[src/rtl/sync_fifo_pkg.sv]
// rtl/sync_fifo_pkg.sv - shared types for the synchronous FWFT FIFO
package sync_fifo_pkg;

  // Accepted operations in one cycle, encoded as {pushed, popped}
  typedef enum logic [1:0] {
    OP_NONE = 2'b00,
    OP_POP  = 2'b01,
    OP_PUSH = 2'b10,
    OP_BOTH = 2'b11
  } fifo_op_e;

endpackage

[src/rtl/sync_fifo_storage.sv]
// rtl/sync_fifo_storage.sv - FIFO slot storage, one write port, all slots readable
module sync_fifo_storage
  import sync_fifo_pkg::*;
#(
  parameter int WIDTH         = 8,
  parameter int DEPTH         = 8,
  parameter int FLOPS_NOT_MEM = 0,
  localparam int AW           = $clog2(DEPTH)
) (
  input  logic                   i_clk,
  input  logic                   i_rst,
  input  logic                   i_we,
  input  logic [AW-1:0]          i_waddr,
  input  logic [WIDTH-1:0]       i_wdata,
  output logic [WIDTH*DEPTH-1:0] o_slots
);

  if (FLOPS_NOT_MEM != 0) begin : g_flops
    logic [WIDTH-1:0] slot_q [DEPTH];
    logic [WIDTH-1:0] slot_d [DEPTH];

    // Next slot contents: only the addressed slot takes new data
    always_comb begin
      slot_d = slot_q;
      if (i_we) begin
        slot_d[i_waddr] = i_wdata;
      end
    end

    // Slot registers, cleared on reset so reads are deterministic
    always_ff @(posedge i_clk) begin
      if (i_rst) begin
        for (int i = 0; i < DEPTH; i++) begin
          slot_q[i] <= '0;
        end
      end else begin
        slot_q <= slot_d;
      end
    end

    for (genvar g = 0; g < DEPTH; g++) begin : g_rd
      assign o_slots[g*WIDTH +: WIDTH] = slot_q[g];
    end
  end else begin : g_mem
    logic [WIDTH-1:0] mem_q [DEPTH];

    // Unreset memory; writes are blocked while reset is held
    always_ff @(posedge i_clk) begin
      if (i_we && !i_rst) begin
        mem_q[i_waddr] <= i_wdata;
      end
    end

    for (genvar g = 0; g < DEPTH; g++) begin : g_rd
      assign o_slots[g*WIDTH +: WIDTH] = mem_q[g];
    end
  end

endmodule

[src/rtl/sync_fifo.sv]
// rtl/sync_fifo.sv - synchronous first-word-fall-through FIFO with flush and clock gate
module sync_fifo
  import sync_fifo_pkg::*;
#(
  parameter int WIDTH         = 8,
  parameter int DEPTH         = 8,
  parameter int FLOPS_NOT_MEM = 0,
  localparam int AW           = $clog2(DEPTH)
) (
  input  logic                   i_clk,
  input  logic                   i_rst,
  input  logic                   i_cg,
  input  logic                   i_flush,
  input  logic [WIDTH-1:0]       i_data,
  input  logic                   i_valid,
  output logic                   o_ready,
  output logic [WIDTH-1:0]       o_data,
  output logic                   o_valid,
  input  logic                   i_ready,
  output logic                   o_pushed,
  output logic                   o_popped,
  output logic [AW-1:0]          o_wrptr,
  output logic [AW-1:0]          o_rdptr,
  output logic [DEPTH-1:0]       o_validEntries,
  output logic [AW:0]            o_nEntries,
  output logic [WIDTH*DEPTH-1:0] o_entries
);

  localparam logic [AW-1:0] PTR_ONE = AW'(1);
  localparam logic [AW:0]   CNT_ONE = (AW + 1)'(1);

  logic [AW-1:0]    wrptr_q, wrptr_d;
  logic [AW-1:0]    rdptr_q, rdptr_d;
  logic [DEPTH-1:0] valid_q, valid_d;
  logic [AW:0]      count_q, count_d;
  fifo_op_e         op;

  // Full/empty come straight from the slot valid bits, so there is no
  // path from i_ready to o_ready or from i_valid to o_valid.
  assign o_ready  = !valid_q[wrptr_q];
  assign o_valid  = valid_q[rdptr_q];
  assign o_pushed = i_cg && !i_flush && i_valid && o_ready;
  assign o_popped = i_cg && !i_flush && i_ready && o_valid;
  assign op       = fifo_op_e'({o_pushed, o_popped});

  assign o_wrptr        = wrptr_q;
  assign o_rdptr        = rdptr_q;
  assign o_validEntries = valid_q;
  assign o_nEntries     = count_q;
  assign o_data         = o_entries[rdptr_q*WIDTH +: WIDTH];

  // Next pointers, valid bitmap and count; flush wins over push/pop
  always_comb begin
    wrptr_d = wrptr_q;
    rdptr_d = rdptr_q;
    valid_d = valid_q;
    count_d = count_q;
    if (i_cg && i_flush) begin
      wrptr_d = '0;
      rdptr_d = '0;
      valid_d = '0;
      count_d = '0;
    end else begin
      case (op)
        OP_PUSH: begin
          valid_d[wrptr_q] = 1'b1;
          wrptr_d          = wrptr_q + PTR_ONE;
          count_d          = count_q + CNT_ONE;
        end
        OP_POP: begin
          valid_d[rdptr_q] = 1'b0;
          rdptr_d          = rdptr_q + PTR_ONE;
          count_d          = count_q - CNT_ONE;
        end
        OP_BOTH: begin
          // Push and pop never target the same slot: one needs it empty,
          // the other needs it full.
          valid_d[wrptr_q] = 1'b1;
          valid_d[rdptr_q] = 1'b0;
          wrptr_d          = wrptr_q + PTR_ONE;
          rdptr_d          = rdptr_q + PTR_ONE;
        end
        default: begin
        end
      endcase
    end
  end

  // Control registers; reset has priority over everything, i_cg=0 holds
  always_ff @(posedge i_clk) begin
    if (i_rst) begin
      wrptr_q <= '0;
      rdptr_q <= '0;
      valid_q <= '0;
      count_q <= '0;
    end else begin
      wrptr_q <= wrptr_d;
      rdptr_q <= rdptr_d;
      valid_q <= valid_d;
      count_q <= count_d;
    end
  end

  sync_fifo_storage #(
    .WIDTH         (WIDTH),
    .DEPTH         (DEPTH),
    .FLOPS_NOT_MEM (FLOPS_NOT_MEM)
  ) u_storage (
    .i_clk   (i_clk),
    .i_rst   (i_rst),
    .i_we    (o_pushed),
    .i_waddr (wrptr_q),
    .i_wdata (i_data),
    .o_slots (o_entries)
  );

endmodule

[config.mk]
export PLATFORM = sky130hd
export DESIGN_NAME = sync_fifo
export DESIGN_NICKNAME = d
export VERILOG_FILES = /design/src/rtl/sync_fifo_pkg.sv /design/src/rtl/sync_fifo_storage.sv /design/src/rtl/sync_fifo.sv
export SDC_FILE = /design/constraint.sdc
export NUM_CORES = 1
export LEC_CHECK = 0
export CORE_ASPECT_RATIO = 0.8
export CORE_UTILIZATION = 45
export DETAILED_ROUTE_END_ITERATION = 12
export PLACE_DENSITY = 0.82
export SLEW_MARGIN = 40
export SYNTH_ARGS = -nofsm -noshare
export SYNTH_HDL_FRONTEND = slang
export SYNTH_SLANG_ARGS = --single-unit
[constraint.sdc]
create_clock -name i_clk -period 5.9 [get_ports i_clk]
set_clock_uncertainty 0.05 [all_clocks]
set_input_delay 0.59 -clock i_clk [delete_from_list [all_inputs] [get_ports i_clk]]
set_output_delay 0.59 -clock i_clk [all_outputs]
set_load 0.005 [all_outputs]
==> summary.txt, run 1 <==
Run status
  – Status: finished clean

Floorplan
  – Initial Util: 47.25%
  – FP Rows: 29
  – Die Area: 0.008833 mm2
  – Top-Level Pins: 108
  – Die Ht: 84.26 um
  – Die W: 104.8 um
  – Core Footprint: 0.008055 mm2

Drt
  – Detailed Route WL: 10,690 um
  – Routed vias: 2,998
  – DR pass1 iterations: 5
  – DRC Markers: 0
  – Routed vias/inst: 5.878
  – DRT antenna net count: 0
  – Wire length per cell: 20.96 um
  – DR iter-0 viols: 316

Logic synthesis
  – Seq cells post-synth: 82
  – Mapped Area: 0.003806 mm2
  – Synth top area share: 50.49%
  – Syn Inst Count: 287
  – Top cells by area, synth: edfxtp_1 50%, dfxtp_1 9.5%, mux2i_1 3.9%
  – Distinct cells, synth: 54
  – Post-synth EDFFs: 64
  – Synth async-reset ratio: 0%
  – Synth Area per Inst: 13.26 um2
  – Sequential-to-total area share from yosys stat: 59.96%
  – Synthesis Warnings: 0
  – Syn nets: 310
  – Most used flip-flop cell after synthesis: edfxtp_1
  – Post-synth top area cell: edfxtp_1

Global routing
  – Gr ovfl total: 0
  – Largest net degree at the start of global routing: 33
  – Initial antenna violation count: 0
  – First-pass GRT wire length: 16,530 um
  – Total GRT Usage: 25.04%
  – Vias in the first global route: 2,914

Clock network
  – CTS buffer count: 9
  – Post-CTS sizing: 0
  – Clk sinks: 82
  – Cts hold-fix bufs: 0
  – CTS tree: yes
  – Htree depth: 3
  – Clock Tree Buf Depth: 2
  – CTS Root Buffer Type: clkbuf_8
  – Setup bufs post-CTS: 0
  – Clk_lat worst skew: 0.35 ns
  – Clock Pin Slew Worst Setup and Hold Paths: 0.08 ns

Power and ir drop
  – Pwr/cell area: 207.7 mW/mm2
  – Worst vdd ir: 0.1232 mV
  – Leak pwr: 1.704 nW

Critical path
  – Crit. End Element: output port
  – Critical Path RT: 5.26 ns
  – Crit Path Max Fanout: 18
  – CP Cell Sequence: buf_4 > inv_2 > nor2_1 > a22oi_1 > o22ai_1 > clkdlybuf4s50_1
  – Worst Reg-to-Reg Cells: 11
  – Buf/Inv on CP: 3
  – CP arrival: 2.79 ns
  – Worst path depth: 6
  – CP peak stage delay: 0.59 ns
  – Family with the most delay on the worst path: buffers and inverters
  – Slowest CP cell: dfxtp_1
  – Critical path class: reg -> out
  – Crit path launch type: flip-flop

Finish
  – Layout cells sized above 1: 11.69%
  – N_diodes: 0
  – Nets: 420
  – Area of the multi-input gates: 0.001395 mm2
  – Register Area: 0.002283 mm2
  – Fillers: 622
  – Syn-to-layout area delta: 36.36%
  – Cell area after layout: 0.005190 mm2

Timing
  – Min cycle time layout: 3.425 ns
  – Worst Tran Pin Value: 0.6456 ns
  – Setup TNS: 0 ns
  – Hold Fails Final Rpt: 0
  – Final period util: 58.05%
  – FMAX: 0.2920 GHz
  – Unrepaired setup endpoints after global routing: no
  – Worst hold margin: 0.4303 ns
  – Final Setup Violations: 0
  – Final slew viol count: 0
  – Slew HR: 56.80%

Place
  – # port buffers: 107
  – DP HPWL: 7513 um
  – Area after DPL: 0.004992 mm2
  – Gpl congestion: 0.9379

Worst hold path
  – Worst Hold Depth: 2
  – Hold WC Path Type: reg -> reg

Flow run
  – Max Cap Viol: 0
[worst paths after layout]
kind / start / end / slack (ns)
min reg2reg: o_nEntries[3] / o_nEntries[3] / 0.43
min: o_nEntries[3] / o_nEntries[3] / 0.43
max: o_rdptr[0] / o_data[2] / 2.47
max reg2reg: o_rdptr[1] / o_nEntries[3] / 2.61
[power by group]
part | switching, mW | leakage [nW] | internal, mW | total, mW
registers | 0.00344 | 0.721 | 0.623 | 0.627
clock network | 0.204 | 0.0958 | 0.197 | 0.401
logic | 0.0257 | 0.887 | 0.0244 | 0.0502
[state kept, by name, indices dropped and copies added (netlist names)]
signal	flops
o_nEntries	4
o_validEntries	8
o_rdptr	3
o_wrptr	3
u_storage.g_mem.mem_q	64
[metal layers]
metal | share of wire, % | wire length, um | vias to the layer above | global-route usage [%]
li1 | - | - | 1317 | -
met1 | 43 | 4545 | 1464 | 35.08
met2 | 46 | 4928 | 194 | 37.93
met3 | 9.3 | 992 | 23 | 6.832
met4 | 2.1 | 225 | 0 | 8.195
met5 | 0 | 0 | - | 0
[cells in the mapped netlist (2+ instances only)]
cell type / number
a211oi_1: 2
a211oi_2: 2
a21o_1: 2
a21oi_1: 13
a221oi_1: 8
a22oi_1: 5
a31oi_1: 2
buf_2: 6
buf_6: 4
clkbuf_1: 6
dfxtp_1: 18
edfxtp_1: 64
ha_1: 8
inv_1: 8
inv_2: 2
mux2_1: 9
mux2_2: 2
mux2i_1: 15
mux4_2: 2
nand2_1: 17
nand2b_1: 6
nand2b_4: 2
nand3b_1: 2
nor2_1: 22
nor3_1: 3
nor4_1: 2
nor4b_2: 5
o21ai_0: 9
o21ai_1: 2
o22ai_1: 5
o2bb2ai_1: 4
o32ai_1: 6
xnor2_1: 3
[tightest hold or removal path: stages, from the launching register on]
cell and delay, ns:
dfxtp_1 0.33, nand2_1 0.06, mux2i_1 0.05
[metrics by stage]
stage	power, mW	utilization, %	std cells	worst slack [ns]
after floorplan	0.6615	-	287	3.134
after global placement	0.6881	61.96	494	2.692
after detailed placement	0.6897	61.98	494	2.678
after CTS	1.085	64.38	510	2.479
after global routing	1.113	64.43	510	2.324
final	1.078	64.43	510	2.475
[placed cells by master, fill, tap and decap left out, drive strengths merged, types with 6 or more instances in the layout]
| cell type | count |
|---|---|
| buf | 9 |
| clkdlybuf4s50 | 107 |
| edfxtp | 64 |
| dfxtp | 18 |
| nand2 | 17 |
| a22oi | 6 |
| o32ai | 6 |
| nand2b | 8 |
| mux2 | 12 |
| inv | 12 |
| nor2 | 22 |
| a221oi | 8 |
| ha | 8 |
| o21ai | 11 |
| a21oi | 13 |
| clkbuf | 10 |
| mux2i | 15 |
[area by class of cell]
class,instances,area share [%]
clock buffers,10,2.459
flip-flops and latches,82,44.00
clock inverters,6,1.278
inverters,11,0.8438
repair buffers,116,21.94
multi-input cells,177,26.88
well taps,108,2.604
[logic make-up after synthesis]
family | Yosys count | share of synthesized area, %
xor gates and xnor gates | 4 | 0.9206
muxes | 29 | 8.777
buffers and inverters | 28 | 3.813
and+or+nand+nor | 66 | 9.961
DFF | 82 | 59.96
AOI/OAI and AO/OA | 69 | 13.41
adders and majority gates | 9 | 3.156
Power figures use the tool's default switching activity.
==> run 2: changes to the inputs <==
--- a/config.mk
+++ b/config.mk
@@ -6,7 +6,7 @@
 export NUM_CORES = 1
 export LEC_CHECK = 0
 export CORE_ASPECT_RATIO = 0.8
-export CORE_UTILIZATION = 45
+export CORE_UTILIZATION = 43
 export DETAILED_ROUTE_END_ITERATION = 12
 export PLACE_DENSITY = 0.82
 export SLEW_MARGIN = 40
==> constraint.sdc (replaced) <==
create_clock -name i_clk -period 2.85 [get_ports i_clk]
set_clock_uncertainty 0.05 [all_clocks]
set_input_delay 0.285 -clock i_clk [delete_from_list [all_inputs] [get_ports i_clk]]
set_output_delay 0.285 -clock i_clk [all_outputs]
set_load 0.005 [all_outputs]
==> summary.txt, run 2 (same netlist as run 1, synthesis figures left out) <==
Global routing
  – First-pass GRT wire length: 17,460 um (+5.7%)
  – Largest net degree at the start of global routing: 22 (-33%)
  – Met3 Track Usage GR: 6.003% (-0.83 points)
  – Gr ovfl total: 0 (unchanged)
  – Most Crowded Layer GR: met2
  – Total GRT Usage: 25.76% (+0.72 points)
  – GR Util met2: 41.70% (+3.8 points)
  – Vias in the first global route: 3,072 (+5.4%)
  – Initial antenna violation count: 0 (unchanged)
  – Grt met1 use: 33.81% (-1.3 points)

Critical path
  – Crit Path Max Fanout: 16 (-2)
  – Buf/Inv on CP: 3 (unchanged)
  – Critical Path RT: 2.52 ns (-2.74 ns)
  – CP arrival: 2.38 ns (-0.41 ns)
  – Crit. End Element: output port
  – Critical path class: reg -> out
  – CP peak stage delay: 0.56 ns (-0.03 ns)
  – Slowest CP cell: clkdlybuf4s50_1
  – CP Cell Sequence: buf_4 > inv_2 > nor2_2 > a22oi_1 > o22ai_1 > clkdlybuf4s50_1
  – Family with the most delay on the worst path: buffers and inverters
  – Crit path launch type: flip-flop

Finish
  – Nets: 438 (+4.3%)
  – Largest register FFs: 64 (unchanged)
  – Syn-to-layout area delta: 41.42%
  – Most frequent cells in the layout: 107 x clkdlybuf4s50_1, 64 x edfxtp_1, 26 x buf_4
  – Layout cells sized above 1: 16.19% (+4.5 points)
  – Top reg by flops: u_storage.g_mem.mem_q
  – Final std cells w/o fill: 532 (+4.3%)
  – N_diodes: 0 (unchanged)
  – Leading cell type in the layout, fill and taps excluded: clkdlybuf4s50_1
  – Fillers: 647 (+4.0%)
  – Fin util: 63.17% (-1.3 points)

Timing
  – Slew HR: 55.07% (-1.7 points)
  – FMAX: 0.3687 GHz
  – Slack of the critical path: 0.1375 ns (-2.338 ns)
  – Final period util: 95.18%
  – Worst Tran Pin Value: 0.6722 ns (+0.02663 ns)
  – Final Setup Violations: 0 (unchanged)
  – Min cycle time layout: 2.713 ns
  – Hold Fails Final Rpt: 0 (unchanged)
  – Setup TNS: 0 ns (unchanged)
  – Final slew viol count: 0 (unchanged)
  – Worst hold margin: 0.4371 ns (+0.006830 ns)
  – Unrepaired setup endpoints after global routing: no

Drt
  – DRT antenna net count: 0 (unchanged)
  – DRC Markers: 0 (unchanged)
  – Detailed Route WL: 11,250 um (+5.2%)
  – Routed vias: 3,120 (+4.1%)
  – DR pass1 iterations: 5 (unchanged)
  – DR iter-0 viols: 226 (-28%)
  – Wire length per cell: 21.14 um (+0.87%)
  – Routed vias/inst: 5.865 (-0.23%)

Place
  – DP HPWL: 8121 um (+8.1%)
  – Gpl congestion: 0.8847 (-5.7%)
  – Setup WS pre-CTS: 0.03633 ns (-2.641 ns)
  – # port buffers: 107 (unchanged)
  – Inst Count DP: 516 (+4.5%)

Floorplan
  – Die Ht: 86.15 um (+2.2%)
  – FP Rows: 30 (+3.4%)
  – Top-Level Pins: 108 (unchanged)
  – Die Area: 0.009234 mm2 (+4.5%)
  – Core Footprint: 0.008521 mm2 (+5.8%)
  – Initial Util: 44.67% (-2.6 points)
  – Die W: 107.2 um (+2.3%)

Worst hold path
  – Hold WC Path Type: reg -> reg

Flow run
  – Max Cap Viol: 0 (unchanged)

Clock network
  – Clock Tree Buf Depth: 2 (unchanged)
  – CTS tree: yes
  – Clk sinks: 82 (unchanged)
  – CTS buffer count: 9 (unchanged)
  – Clk_lat worst skew: 0.35 ns (about the same)
  – Clock Pin Slew Worst Setup and Hold Paths: 0.08 ns (about the same)
  – CTS Root Buffer Type: clkbuf_8
  – Htree depth: 3 (unchanged)

Power and ir drop
  – Leak pwr: 1.818 nW (+6.7%)
  – Pwr/cell area: 447.7 mW/mm2 (+120%)
  – Worst vdd ir: 0.3274 mV (+170%)

Run status
  – Status: finished clean
run 2: cell types whose count changed in the layout (fill, tap and decap cells not counted), sizes merged:
cell / delta
buf: +18
clkinvlp: -1
clkbuf: +2
bufinv: +2
clkinv: -3
run 2: worst paths after layout:
path	from	end	slack, ns	depth (start not counted)
setup / recovery	o_rdptr[0]	o_data[6]	0.14	6
hold / removal	o_nEntries[3]	o_nEntries[3]	0.44	2
setup reg to reg	o_wrptr[0]	o_nEntries[3]	0.16	11
hold reg to reg	o_nEntries[3]	o_nEntries[3]	0.44	2
run 2: final cells by class:
cell class / count / area (um2) / share of cell area, %
inverter: 11 / 43.79 / 0.8136
timing repair buffer: 134 / 1277 / 23.73
tap: 112 / 140.1 / 2.603
sequential: 82 / 2285 / 42.45
clock inverter: 4 / 98.84 / 1.836
multi-input combinational: 177 / 1403 / 26.06
clock buffer: 12 / 135.1 / 2.510
run 2: worst min-delay path, cell delays in order (launching register included):
cell and delay, ns:
dfxtp_1 0.33, nand2_1 0.06, mux2i_1 0.05
run 2: report_power, final:
part / leakage, nW / switching (mW) / internal, mW
combinational: 0.981 / 0.0568 / 0.0543
sequential: 0.722 / 0.00554 / 1.29
clock: 0.115 / 0.416 / 0.587
run 2: repair_timing:
action | in CTS | in global routing
hold endpoints to repair | 0 | 0
gates resized for setup | 0 | 7
buffers inserted | 0 | 0
hold buffers | 0 | 0
setup endpoints to repair | 0 | 6
run 2: routing by layer:
layer  vias to the layer above  wire length [um]
met5                         -                 0
met4                         0               240
met3                        23               914
met2                       167              5486
met1                      1566              4606
li1                       1364                 -
run 2: per-stage QoR:
| stage | power (mW) | area [um2] |
|---|---|---|
| after floorplan | 1.369 | 3806 |
| after global placement | 1.428 | 5131 |
| after detailed placement | 1.433 | 5131 |
| after CTS | 2.420 | 5365 |
| after global routing | 2.476 | 5383 |
| final | 2.410 | 5383 |
